<file path="config.mk">
export PLATFORM = sky130hd
export DESIGN_NAME = decoder_priority_3to8_ack
export DESIGN_NICKNAME = d
export VERILOG_FILES = /design/src/rtl/decoder_priority_3to8_ack_pkg.sv /design/src/rtl/decoder_priority_3to8_ack_decoder_3to8.sv /design/src/rtl/decoder_priority_3to8_ack.sv
export SDC_FILE = /design/constraint.sdc
export NUM_CORES = 1
export LEC_CHECK = 0
export CAP_MARGIN = 15
export CORE_MARGIN = 2
export CORE_UTILIZATION = 49
export CTS_CLUSTER_SIZE = 28
export DETAILED_ROUTE_END_ITERATION = 8
export PLACE_DENSITY = 0.79
export SLEW_MARGIN = 10
export SYNTH_ARGS = -nofsm -noshare
export SYNTH_HDL_FRONTEND = slang
export SYNTH_SLANG_ARGS = --single-unit
</file>
<file path="constraint.sdc">
create_clock -name clk -period 2.5 [get_ports clk]
set_input_delay 0.5 -clock clk [delete_from_list [all_inputs] [get_ports clk]]
set_output_delay 0.5 -clock clk [all_outputs]
set_load 0.02 [all_outputs]
</file>
<file path="src/rtl/decoder_priority_3to8_ack_pkg.sv">
// Shared types and helpers for the priority-encoder acknowledge decoder.
package decoder_priority_3to8_ack_pkg;

    typedef enum logic [1:0] {
        IDLE   = 2'd0,
        ASSERT = 2'd1,
        GUARD  = 2'd2
    } state_t;

    localparam logic [7:0] ALL_INACTIVE = 8'hFF;

    // The encoder presents its index active-low; recover the plain index.
    function automatic logic [2:0] code_to_idx(input logic [2:0] code_);
        return ~code_;
    endfunction

endpackage

</file>
<file path="src/rtl/decoder_priority_3to8_ack_decoder_3to8.sv">
// Combinational 3-to-8 decoder with active-low enable and active-low one-hot output.
module decoder_3to8
    import decoder_priority_3to8_ack_pkg::*;
(
    input  logic       en_,
    input  logic [2:0] idx,
    output logic [7:0] onehot_
);

    // NOTE: every output of a combinational block gets a default first so no latch is inferred.
    always_comb begin
        onehot_ = ALL_INACTIVE;
        if (!en_) begin
            onehot_[idx] = 1'b0;
        end
    end

endmodule

</file>
<file path="src/rtl/decoder_priority_3to8_ack.sv">
// Acknowledge side of the 8-to-3 priority encoder link: timed active-low one-hot ack
// with a guard interval, abort on enable release, and a saturating completed-ack counter.
module decoder_priority_3to8_ack
    import decoder_priority_3to8_ack_pkg::*;
#(
    parameter int ACK_CYCLES   = 4,
    parameter int GUARD_CYCLES = 2,
    parameter int COUNT_W      = 8
) (
    input  logic               clk,
    input  logic               reset,
    input  logic               enable_in_,
    input  logic [2:0]         code_i_,
    input  logic               group_signal_i_,
    output logic [7:0]         signal_o_,
    output logic               group_signal_o_,
    output logic               ready_o,
    output logic               busy_o,
    output logic               done_o,
    output logic [COUNT_W-1:0] ack_count_o
);

    localparam int MAX_T   = (ACK_CYCLES > GUARD_CYCLES) ? ACK_CYCLES : GUARD_CYCLES;
    localparam int TIMER_W = $clog2(MAX_T + 1);

    localparam logic [TIMER_W-1:0] ACK_LOAD   = TIMER_W'(ACK_CYCLES - 1);
    localparam logic [TIMER_W-1:0] GUARD_LOAD =
        (GUARD_CYCLES > 0) ? TIMER_W'(GUARD_CYCLES - 1) : '0;
    localparam logic [COUNT_W-1:0] COUNT_MAX  = '1;

    state_t             state, state_next;
    logic [TIMER_W-1:0] timer, timer_next;
    logic [2:0]         idx, idx_next;
    logic               count_inc;
    logic [7:0]         signal_next;

    always_comb begin
        state_next = state;
        timer_next = timer;
        idx_next   = idx;
        count_inc  = 1'b0;
        case (state)
            IDLE: begin
                if (!enable_in_ && !group_signal_i_) begin
                    state_next = ASSERT;
                    idx_next   = code_to_idx(code_i_);
                    timer_next = ACK_LOAD;
                end
            end
            ASSERT: begin
                // Abort outranks expiry: a released enable never completes the ack.
                if (enable_in_) begin
                    state_next = IDLE;
                    timer_next = '0;
                end else if (timer == '0) begin
                    count_inc = 1'b1;
                    if (GUARD_CYCLES > 0) begin
                        state_next = GUARD;
                        timer_next = GUARD_LOAD;
                    end else begin
                        state_next = IDLE;
                    end
                end else begin
                    timer_next = timer - 1'b1;
                end
            end
            GUARD: begin
                if (enable_in_ || timer == '0) begin
                    state_next = IDLE;
                    timer_next = '0;
                end else begin
                    timer_next = timer - 1'b1;
                end
            end
            default: begin
                state_next = IDLE;
                timer_next = '0;
            end
        endcase
    end

    // Decode from the next state so the registered line tracks state with no extra cycle.
    decoder_3to8 u_decoder_3to8 (
        .en_     (state_next != ASSERT),
        .idx     (idx_next),
        .onehot_ (signal_next)
    );

    // NOTE: sequential state uses non-blocking assignments so every register samples pre-edge values.
    always_ff @(posedge clk) begin
        if (reset) begin
            state       <= IDLE;
            timer       <= '0;
            idx         <= '0;
            signal_o_   <= ALL_INACTIVE;
            ack_count_o <= '0;
        end else begin
            state     <= state_next;
            timer     <= timer_next;
            idx       <= idx_next;
            signal_o_ <= signal_next;
            if (count_inc && ack_count_o != COUNT_MAX) begin
                ack_count_o <= ack_count_o + 1'b1;
            end
        end
    end

    assign group_signal_o_ = (state != ASSERT);
    assign ready_o         = (state == IDLE);
    assign busy_o          = (state == ASSERT) || (state == GUARD);
    assign done_o          = (state == ASSERT) && (timer == '0);

endmodule

</file>
==> results.json <==
{
  "outcome": "completed",
  "vias_per_cell": 5.31,
  "clk_pin_slew_ps": 120,
  "grt_start_max_net_pins": 18,
  "worst_pin_slew_ps": 498,
  "ys.warnings.count": 0,
  "top_layer": "met4",
  "dieArea_sq_mm": 0.00297,
  "syn_inst": 137,
  "grt_remaining_overflow": 0,
  "ys.flop_type": "dfxtp_1",
  "dr.pass1.iters": 4,
  "fin_tns_setup_ps": 0,
  "syn_area_sq_mm": 0.00125,
  "holdBufCountCts": 0,
  "grt_pass1_wl_mm": 3.93,
  "drtAntennaViolNets": 0,
  "finClkSkew_ps": 5.13,
  "fmax_ghz": 0.452,
  "design.core.area_sq_mm": 0.00245,
  "end_kind": "output port",
  "power_density_mw_per_mm2": 486,
  "cp_cell_sequence": "inv_1 -> ha_1 -> inv_1 -> clkdlybuf4s50_1",
  "htreeDepth": 1,
  "final.period_utilization": 0.884,
  "clockRootBuffer": "clkbuf_4",
  "ir_drop_v": 0.000306,
  "drt_iter0_markers": 17,
  "cts_tree": "done",
  "cp_slowest_stage_delay_ps": 600,
  "syn_nets": 151,
  "placed_area_sq_mm": 0.00156,
  "cp_top_family": "buffers and inverters",
  "synth_edf_count": 0,
  "rsz0062_at_grt": "no",
  "synth_area_per_cell_sq_um": 9.11,
  "synth_cell_types": 46,
  "path_max_fanout": 6,
  "stdcell_area_sq_mm": 0.00160,
  "grt_pass1_vias": 945,
  "grt_usage": 0.178,
  "cts_sinks": 24,
  "ys_ff_latch": 24,
  "drt_wl_total_mm": 2.40,
  "start_util": 0.508,
  "n_antenna_cell": 0,
  "arrival_ps": 1710,
  "dp_slack_ps": 18.8,
  "crit_type": "reg -> out",
  "worstPathRequired_ps": 2000,
  "cts.path.max_buffers": 2,
  "max_cap_violations": 0,
  "io_buffers": 26,
  "ios": 27,
  "hold_viol": 0,
  "hp-class": "reg -> reg",
  "post-dp-hpwl_mm": 1.86,
  "async_reset_ff_frac": 0,
  "wl_met2_mm": 1.12,
  "cts_setup_buffers": 0,
  "antenna_found_initial": 0,
  "fin_nets": 183,
  "critical_path_buf_inv_count": 3,
  "wl_met1_mm": 1.20,
  "leakage_nw": 0.625,
  "fin_ws_ps": 290,
  "setup_viol": 0,
  "slew_violations": 0,
  "routabilityCongestion": 0.755,
  "routedWlPerCell_microns": 12.1,
  "rows": 18,
  "worstSetupStartpointType": "flip-flop",
  "relSlewSlack": 0.667,
  "synthToLayoutAreaGrowth_pct": 28.1,
  "cpMaxStageDelayCell": "clkdlybuf4s50_1",
  "die_h_microns": 54.5,
  "die_w_microns": 54.5,
  "met3WireLength_microns": 63,
  "cts_buffers": 3,
  "drc_errors": 0,
  "drive_gt1_frac": 0.113,
  "crit_top_cell": "inv_1",
  "clock_latency_ps": 300,
  "ys_seq_area_frac": 0.385,
  "vias": 1051,
  "post-route-min-period_ps": 2210
}
## final timing paths
| kind | start | to | slack (ps) | cells past startpoint |
|---|---|---|---|---|
| worst max-delay path | state[1] | group_signal_o_ | 290 | 4 |
| worst max register to register | timer[0] | signal_o_[1] | 430 | 6 |
| worst min register to register | idx[2] | idx[2] | 510 | 2 |
| worst min-delay path | idx[2] | idx[2] | 510 | 2 |
## layout make-up
| class | count | area (sq um) |
|---|---|---|
| clock buffers | 4 | 36.3 |
| fillers | 205 | 857 |
| inverters | 9 | 33.8 |
| multi-input cells | 100 | 709 |
| flip-flops and latches | 24 | 480 |
| well taps | 30 | 37.5 |
| repair buffers | 31 | 300 |
## kinds of logic (layout without fill, tap and decap cells)
logic type / after synthesis / in the layout / synth area share
flops: 24 / 24 / 0.385
buf+inv: 13 / 44 / 0.0461
xor+xnor: 4 / 4 / 0.0281
compound gates: 21 / 21 / 0.152
fa+ha+maj: 7 / 7 / 0.0702
mux: 7 / 7 / 0.0562
simple gates: 61 / 61 / 0.262
## through the flow
stage / hold WS [ps] / utilization / std cells / total power, mW
after CTS: 514 / 0.650 / 198 / 0.784
after global placement: 474 / 0.635 / 194 / 0.585
after floorplan: 456 / - / 137 / 0.536
after detailed placement: 481 / 0.635 / 194 / 0.590
final: 511 / 0.651 / 198 / 0.777
after global routing: 536 / 0.651 / 198 / 0.826
## registers in the layout, summed over array words and instances, names as in the netlist
name / flops
state: 2
signal_o_: 8
ack_count_o: 8
timer: 3
idx: 3
## cell usage after synthesis (2+ instances only)
master,count,area share
xnor2_1,2,0.014
nand3_1,3,0.012
ha_1,7,0.070
nand3b_1,5,0.030
a211oi_1,2,0.012
and2_1,2,0.010
nor3_1,3,0.012
mux2i_1,7,0.056
a21oi_1,3,0.012
inv_1,9,0.027
nor4_1,2,0.010
dfxtp_1,24,0.39
nor2_1,22,0.066
nand2_1,8,0.024
nor2b_1,5,0.025
xor2_1,2,0.014
a31oi_1,2,0.010
## cells in the final DEF (no fill, tap or decap), types with 2 or more instances in the layout
| cell | instances |
|---|---|
| a21oi_1 | 3 |
| nor2_1 | 22 |
| and2_1 | 2 |
| nand3b_1 | 5 |
| nor4_1 | 2 |
| nor3_1 | 3 |
| inv_1 | 9 |
| xnor2_1 | 2 |
| ha_1 | 7 |
| mux2i_1 | 7 |
| nand2_1 | 8 |
| nand3_1 | 3 |
| clkbuf_4 | 3 |
| nor2b_1 | 5 |
| dfxtp_1 | 24 |
| a31oi_1 | 2 |
| a211oi_1 | 2 |
| clkdlybuf4s50_1 | 25 |
| xor2_1 | 2 |
| buf_4 | 5 |
## worst register-to-register path, stage by stage, from the launching register on
cell	delay (ps)
dfxtp_1	340
inv_1	80
ha_1	190
or2b_1	280
a311o_1	410
a2111oi_4	500
nand3b_1	140
## layer usage
metal,GRT usage,up-vias
li1,-,541
met1,0.241,491
met2,0.293,17
met3,0.0246,2
met4,0.0500,0
met5,0,-
## power breakdown
part / leakage (nW) / switching [mW] / total, mW / internal [mW]
clock network: 0.0210 / 0.108 / 0.196 / 0.0888
registers: 0.195 / 0.00930 / 0.405 / 0.396
logic: 0.409 / 0.0905 / 0.175 / 0.0845
## timing repair
| action | 4_1_cts | 5_1_grt |
|---|---|---|
| endpoints found under the hold margin | 0 | 0 |
| setup endpoints to repair | 0 | 1 |
| gates resized for setup | 0 | 1 |
No activity file was read; power rests on OpenSTA's default activity.
